$ cat src/rtl/alu.sv
// 16-bit ALU with S/Z/C/V flags and a committed flag register.
// Optional barrel shifter enabled by defining ALU_SHIFT_EN.
module alu #(
   parameter int WIDTH = 16
) (
   input  logic             clock,
   input  logic             reset_n,
   input  logic [3:0]       S_ALU,
   input  logic [WIDTH-1:0] DATA_A,
   input  logic [WIDTH-1:0] DATA_B,
   input  logic             flag_latch,
   output logic [WIDTH-1:0] ALU_OUT,
   output logic [3:0]       FLAG_OUT,
   output logic             FLAG_WRITE,
   output logic [3:0]       FLAG_Q
);

   localparam logic [3:0] OP_ADD  = 4'b0000;
   localparam logic [3:0] OP_SUB  = 4'b0001;
   localparam logic [3:0] OP_AND  = 4'b0010;
   localparam logic [3:0] OP_OR   = 4'b0011;
   localparam logic [3:0] OP_XOR  = 4'b0100;
   localparam logic [3:0] OP_CMP  = 4'b0101;
   localparam logic [3:0] OP_MOV  = 4'b0110;
   localparam logic [3:0] OP_IDT  = 4'b1100;
   localparam logic [3:0] OP_OUT  = 4'b1101;
`ifdef ALU_SHIFT_EN
   localparam logic [3:0] OP_SLL  = 4'b1000;
   localparam logic [3:0] OP_SLR  = 4'b1001;
   localparam logic [3:0] OP_SRL  = 4'b1010;
   localparam logic [3:0] OP_SRA  = 4'b1011;
`endif

   logic [WIDTH:0]   sum_w;
   logic [WIDTH:0]   diff_w;
   logic             add_v;
   logic             sub_v;

   logic [WIDTH-1:0] res;
   logic             c_flag;
   logic             v_flag;
   logic             fw;

   logic [3:0]       flag_d;
   logic [3:0]       flag_q;

   // Shared adder/subtractor; bit WIDTH carries out the carry or borrow
   always_comb begin
      sum_w  = {1'b0, DATA_A} + {1'b0, DATA_B};
      diff_w = {1'b0, DATA_A} - {1'b0, DATA_B};
      add_v  = (DATA_A[WIDTH-1] == DATA_B[WIDTH-1])
             & (sum_w[WIDTH-1] ^ DATA_A[WIDTH-1]);
      sub_v  = (DATA_A[WIDTH-1] != DATA_B[WIDTH-1])
             & (diff_w[WIDTH-1] ^ DATA_A[WIDTH-1]);
   end

`ifdef ALU_SHIFT_EN
   logic [3:0]              shamt;
   logic [WIDTH:0]          sll_w;
   logic [WIDTH:0]          srl_w;
   logic signed [WIDTH:0]   sra_s;
   logic [WIDTH:0]          sra_w;
   logic [WIDTH-1:0]        rol_w;

   // Barrel shifter; one spare bit on each side catches the last bit out
   always_comb begin
      shamt = DATA_B[3:0];
      sll_w = {1'b0, DATA_A} << shamt;
      srl_w = {DATA_A, 1'b0} >> shamt;
      sra_s = {DATA_A, 1'b0};
      sra_w = sra_s >>> shamt;
      rol_w = (DATA_A << shamt)
            | (DATA_A >> (5'(WIDTH) - {1'b0, shamt}));
   end
`endif

   // Function decode: result, carry, overflow and flag-write enable
   always_comb begin
      res    = '0;
      c_flag = 1'b0;
      v_flag = 1'b0;
      fw     = 1'b0;
      unique case (S_ALU)
         OP_ADD: begin
            res    = sum_w[WIDTH-1:0];
            c_flag = sum_w[WIDTH];
            v_flag = add_v;
            fw     = 1'b1;
         end
         OP_SUB, OP_CMP: begin
            res    = diff_w[WIDTH-1:0];
            c_flag = diff_w[WIDTH];
            v_flag = sub_v;
            fw     = 1'b1;
         end
         OP_AND: begin
            res = DATA_A & DATA_B;
            fw  = 1'b1;
         end
         OP_OR: begin
            res = DATA_A | DATA_B;
            fw  = 1'b1;
         end
         OP_XOR: begin
            res = DATA_A ^ DATA_B;
            fw  = 1'b1;
         end
         OP_MOV: begin
            res = DATA_B;
            fw  = 1'b1;
         end
`ifdef ALU_SHIFT_EN
         OP_SLL: begin
            res    = sll_w[WIDTH-1:0];
            c_flag = (shamt != 4'd0) & sll_w[WIDTH];
            fw     = 1'b1;
         end
         OP_SLR: begin
            res = rol_w;
            fw  = 1'b1;
         end
         OP_SRL: begin
            res    = srl_w[WIDTH:1];
            c_flag = (shamt != 4'd0) & srl_w[0];
            fw     = 1'b1;
         end
         OP_SRA: begin
            res    = sra_w[WIDTH:1];
            c_flag = (shamt != 4'd0) & sra_w[0];
            fw     = 1'b1;
         end
`endif
         OP_IDT: res = DATA_B;
         OP_OUT: res = DATA_A;
         default: res = '0;
      endcase
   end

   // Flag vector; S and Z always follow the result
   always_comb begin
      ALU_OUT    = res;
      FLAG_WRITE = fw;
      FLAG_OUT   = {res[WIDTH-1], (res == '0), c_flag, v_flag};
   end

   // Commit new flags only for flag-writing functions
   always_comb begin
      flag_d = flag_q;
      if (flag_latch && fw) flag_d = FLAG_OUT;
   end

   // Committed flag register, cleared asynchronously
   always_ff @(posedge clock or negedge reset_n) begin
      if (!reset_n) flag_q <= 4'b0000;
      else          flag_q <= flag_d;
   end

   assign FLAG_Q = flag_q;

endmodule

$ cat config.mk
export PLATFORM = sky130hd
export DESIGN_NAME = alu
export DESIGN_NICKNAME = d
export VERILOG_FILES = /design/src/rtl/alu.sv
export SDC_FILE = /design/constraint.sdc
export NUM_CORES = 1
export LEC_CHECK = 0
export CAP_MARGIN = 10
export CORE_UTILIZATION = 30
export DETAILED_ROUTE_END_ITERATION = 8
export PLACE_DENSITY = 0.6
export SYNTH_ARGS = -nofsm -noshare
export SYNTH_HDL_FRONTEND = slang
export SYNTH_SLANG_ARGS = --single-unit
export TNS_END_PERCENT = 1
$ cat constraint.sdc
create_clock -name clock -period 5.3 [get_ports clock]
set_input_delay 1.06 -clock clock [delete_from_list [all_inputs] [get_ports clock]]
set_output_delay 1.06 -clock clock [all_outputs]
set_load 0.02 [all_outputs]
Yosys cells after proc, flatten, opt, wreduce, memory -nomap -nowiden --
Cells that the tools add are included.
Word-level totals: output and inout port bits 25, word-level logic and storage cells 30, bits of input ports 39, register bits 4
Cells by class: equality and inequality tests 10, add/subtract/negate cells 2, muxes and demuxes 4, bitwise logic cells 7, reductions and logical operators 6
Operators by type and width (number):
- case mux 16 bit (7 select lines) | 1
- adder 16 x 16 -> 17 bit | 1
- subtractor 16 x 16 -> 17 bit | 1
- bitwise AND 16 bit | 1
- logical NOT 16 bit | 1
- OR 16 bit | 1
- XOR 16 bit | 1
- equality test 4 x 3 -> 1 bit (second input constant) | 3
- equality test 4 x 2 -> 1 bit (second input constant) | 2
- equality test 4 bit (second input constant) | 2
- OR reduction 7 bit | 1
- equality test 4 x 1 -> 1 bit (second input constant) | 1
- logical NOT 4 bit | 1
- case mux 1 bit (2 select lines) | 2
- OR reduction 2 bit | 2
- bitwise AND 1 bit | 2
- XOR 1 bit | 2
- equality test 1 bit | 1
- logical AND 1 bit | 1
- two-way mux 1 bit | 1
- inequality test 1 bit | 1

Longest topological paths before layout --
word-level depth 4, gate-level depth with buffers 12, depth with buffers taken out 12

Least setup slack after synthesis --
Ideal clock, no wire load.
path type input-to-output, start point input port DATA_A[0], end point output port FLAG_OUT[2], stages on the path 12, path slack 0.108 ns, data arrival time 4.132 ns, data required time 4.240 ns, cells stage by stage inv_1 ha_1 fa_1 nor3_2 nor3_2 o31a_1 a221o_1 a211o_1 nor4b_1 nand4bb_1 nor4_1 nor3b_1
On the way: longest elaborated chain between the ends 3, elaborated cells between the ends (all ways) 7, those cells by class add/sub (2); mux (1); bitwise (3); reduce/logical (1)
Ends and longest elaborated chain:
- from (decl) | RTL line 9 | input logic [WIDTH-1:0] DATA_A,
- subtractor 16 x 16 -> 17 bit or adder 16 x 16 -> 17 bit (tied branches) | RTL line 50, 49
- case mux 16 bit (7 select lines) (*) | RTL line 83 | unique case (S_ALU)
- via ALU_OUT[6] | RTL line 12 | output logic [WIDTH-1:0] ALU_OUT,
- logical NOT 16 bit (*) | RTL line 143 | FLAG_OUT = {res[WIDTH-1], (res == '0), c_flag, v_flag};
- to (decl) | RTL line 13 | output logic [3:0] FLAG_OUT,
Mark *: on every way through the listed nets, which the timed path passes. The rest lies on a longest branch.

Worst setup path in the final report --
start point input port DATA_A[0], end point output port FLAG_OUT[2]
On the way: longest elaborated chain between the ends 3, elaborated cells between the ends (all ways) 7, those cells by class add/sub (2); mux (1); bitwise (3); reduce/logical (1)
Ends and longest elaborated chain:
- subtractor 16 x 16 -> 17 bit (tied with other cells) | RTL line 50 | diff_w = {1'b0, DATA_A} - {1'b0, DATA_B};
- case mux 16 bit (7 select lines) (*) | RTL line 83
- logical NOT 16 bit (*) | RTL line 143
Every way passes the cells marked *; elsewhere a longest branch is shown, timed or not.

==> impl_results.md <==
* PD cells at 128.9 nW/um2
* Worst R2R Setup Slack at about 4.5 ns
* Final period utilization at 1.006
* CTS Buffer Depth at 2
* WHS Path Cells at 1
* Initial antenna violation count at 0
* Layout cells sized above 1 at 0.4038
* Cts hold-fix bufs at 0
* Status: complete, but fails checks
* Most frequent cells in the layout: buf_4 (192), clkdlybuf4s50_1 (46), inv_1 (43)
* CP Max Fanout at 3
* WL per Instance at ~17 um
* Setup violators final at 1
* Drc violations at 0
* Avg Cell Area, Syn at ~7 um2
* CTS tree: done
* TritonCTS Sinks at 4
* Slew at the pin closest to its max-slew limit at between 0.6 and 0.7 ns
* Num rows at 37
* DPL Wire Length at roughly 11,000 um
* Post-layout min period at between 5 and 6 ns
* Mapped Cells at between 400 and 500
* RSZ-0062 raised after global routing: yes
* Multi-input gate area at between 3000 and 4000 um2
* R2R depth at 1
* Hold WS at 0.5028 ns
* Yosys warns at 0
* Final WL at 13,870 um
* Sequential cell area at approximately 100 um2
* Req. time, crit path at about 4.2 ns
* Critical path class: input port to primary output
* Die area at about 11,000 um2
* Crit path DAT at about 4.3 ns
* Cell variety after synth at 80
* CP startpoint: DATA_A[0]
* Worst setup margin at -0.03105 ns
* Detailed Route Iter0 Violations at about 210
* Sequential area share after synthesis at 0.03077
* Fill cell count at between 900 and 1,000
* Largest net degree at the start of global routing at 20
* Area grow syn2layout at 74.69%
* Max FFs per register at 4
* Skew-Pair Late Insertion Delay at 0.21 ns
* CTS Buf Count at 3
* DRT Pass-1 Iters at 7
* Fmax at 187.6 MHz
* Fin nets at between 700 and 800
* Core Box Area at 10,420 um2
* Final core occ at 0.5456
* Most used flip-flop cell after synthesis: dfrtp_1
* Slew HR at 0.5420
* Hold crit path type: register to register
* Worst setup SP type: input port
* RR Startpoint: FLAG_Q[1]
* Post-Syn Nets at about 550
* Overall Power at between 700 and 800 uW
* Io pins at 64
* First-pass GRT wire length at about 22,000 um
* Final antenna-violating net count at 0
* Post-synth EDFFs at 0
* Routed vias/inst at 5.549
* Via count at ~4,500
* Max-cap violations at 0
* Vias in the first global route at approximately 4,500
* Port Buf Inserts at 63
* Die height at roughly 110 um
* Static leakage at 0.002659 uW
* Initial core utilization at 0.3123
* Chip Width at roughly 110 um
* Hold_sp: FLAG_Q[3]
* VDD IR-drop max at 0.08760 mV
* Commonest non-fill, non-tap cell in the layout: buf_4
* Share of flip-flops with an asynchronous set or reset at 1.000
* Cell Area, Synth at roughly 3300 um2
* Overall Global Routing Usage at 0.2420
* Max-slew violations at 0
* Final Hold Vio Count at 0
* Yosys reg bits at 4
* Worst R2R End: FLAG_Q[1]
* Setup crit end: FLAG_OUT[2]
* Ant. Diodes at 0
* CTS Root Cell: clkbuf_8
* Level count of the clock H-tree at 1
* GP Congestion at ~0.98
* Crit. End Element: primary output
* Failing checks: setup timing
* Worst-path clk slew at approximately 0.03 ns
* Layout Skew at 0 ns
* Setup TNS at -0.03105 ns
* GR Overflow Total at 0
[Yosys cell counts (all sizes together), types with 4 or more instances]
library cell | n | area (um2)
nand2b | 7 | 43.79
mux2 | 5 | 56.30
or3 | 4 | 25.02
or2 | 4 | 25.02
nor4 | 8 | 62.56
and2 | 5 | 31.28
o221ai | 5 | 43.79
xnor2 | 4 | 35.03
nand3b | 8 | 60.06
a21o | 8 | 60.06
a221oi | 5 | 50.04
a211o | 6 | 52.55
nor2 | 40 | 150.1
nand2 | 16 | 60.06
a31oi | 6 | 37.54
a2bb2oi | 4 | 35.03
nor2b | 9 | 56.30
clkbuf | 12 | 45.04
o21bai | 4 | 30.03
a2111oi | 4 | 60.06
nand3 | 12 | 60.06
nor3b | 4 | 30.03
a21oi | 35 | 175.2
dfrtp | 4 | 100.1
buf | 21 | 120.1
o31ai | 5 | 37.54
ha | 52 | 650.6
a311oi | 6 | 52.55
o21ai | 21 | 108.9
a211oi | 9 | 72.57
a221o | 4 | 40.04
inv | 48 | 180.2
o211ai | 5 | 37.54
nor3 | 12 | 70.07
[cell type report]
class	count	share of cell area
Timing Repair Buffer	252	0.3584
Sequential cell	4	0.01761
Tap cell	136	0.02994
Inverter	48	0.03214
Clock buffer	3	0.007266
Multi-Input combinational cell	369	0.5546
[metal layers]
| metal | wire length (um) | share of wire | vias to the layer above | global-route usage |
|---|---|---|---|---|
| met5 | 0 | 0 | - | 0 |
| met4 | 607 | 0.044 | 0 | 0.1131 |
| met3 | 786 | 0.057 | 46 | 0.01901 |
| met2 | 6388 | 0.46 | 191 | 0.4165 |
| met1 | 6092 | 0.44 | 2134 | 0.3043 |
| li1 | - | - | 2135 | - |
[through the flow]
| stage | worst slack [ns] | cells | area [um2] |
|---|---|---|---|
| global placement | -1.142 | 800 | 5253 |
| global route | -0.1235 | 812 | 5683 |
| detailed placement | -1.212 | 800 | 5253 |
| finish | -0.03105 | 812 | 5683 |
| floorplan | 0.1082 | 454 | 3253 |
| CTS | -0.08635 | 809 | 5540 |
[logic make-up (layout without fill, tap and decap cells)]
kind of cell / Yosys count / in the layout / synth area share
DFF: 4 / 4 / 0.03077
buffers and inverters: 81 / 303 / 0.1062
adders and majority gates: 54 / 54 / 0.2123
and+or+nand+nor: 145 / 145 / 0.2481
muxes: 6 / 6 / 0.02423
xor gates and xnor gates: 6 / 6 / 0.01615
AOI/OAI and AO/OA: 158 / 158 / 0.3623
[report_power, final]
group	switching [uW]	total (uW)	internal [uW]
Clock	15.0	63.3	48.3
Sequential	1.68	35.8	34.1
Combinational	314	634	320
[worst min path at each step]
| stage | endpoint | slack [ns] |
|---|---|---|
| floorplan | FLAG_Q[2] | 0.63 |
| global placement | FLAG_Q[3] | 0.49 |
| detailed placement | FLAG_Q[3] | 0.50 |
| CTS | FLAG_Q[3] | 0.50 |
| global route | FLAG_Q[3] | 0.52 |
| finish | FLAG_Q[3] | 0.50 |
[worst max-delay path, stage by stage]
cell	delay (ns)
buf_8	0.08
inv_4	0.03
ha_4	0.15
fa_2	0.42
nor3_4	0.24
nor3_4	0.08
o31a_1	0.30
a221o_1	0.31
a211o_1	0.32
nor4b_4	0.34
buf_4	0.18
nand4bb_4	0.12
nor4_4	0.16
buf_4	0.15
nor3b_2	0.15
buf_4	0.16
[timing repair]
action / CTS / global route
pin swaps: 20 / 10
resized for setup: 83 / 27
buffers inserted: 6 / 3
endpoints found under the hold margin: 0 / 0
endpoints found under the setup margin: 13 / 9
(Power assumes the default switching activity.)
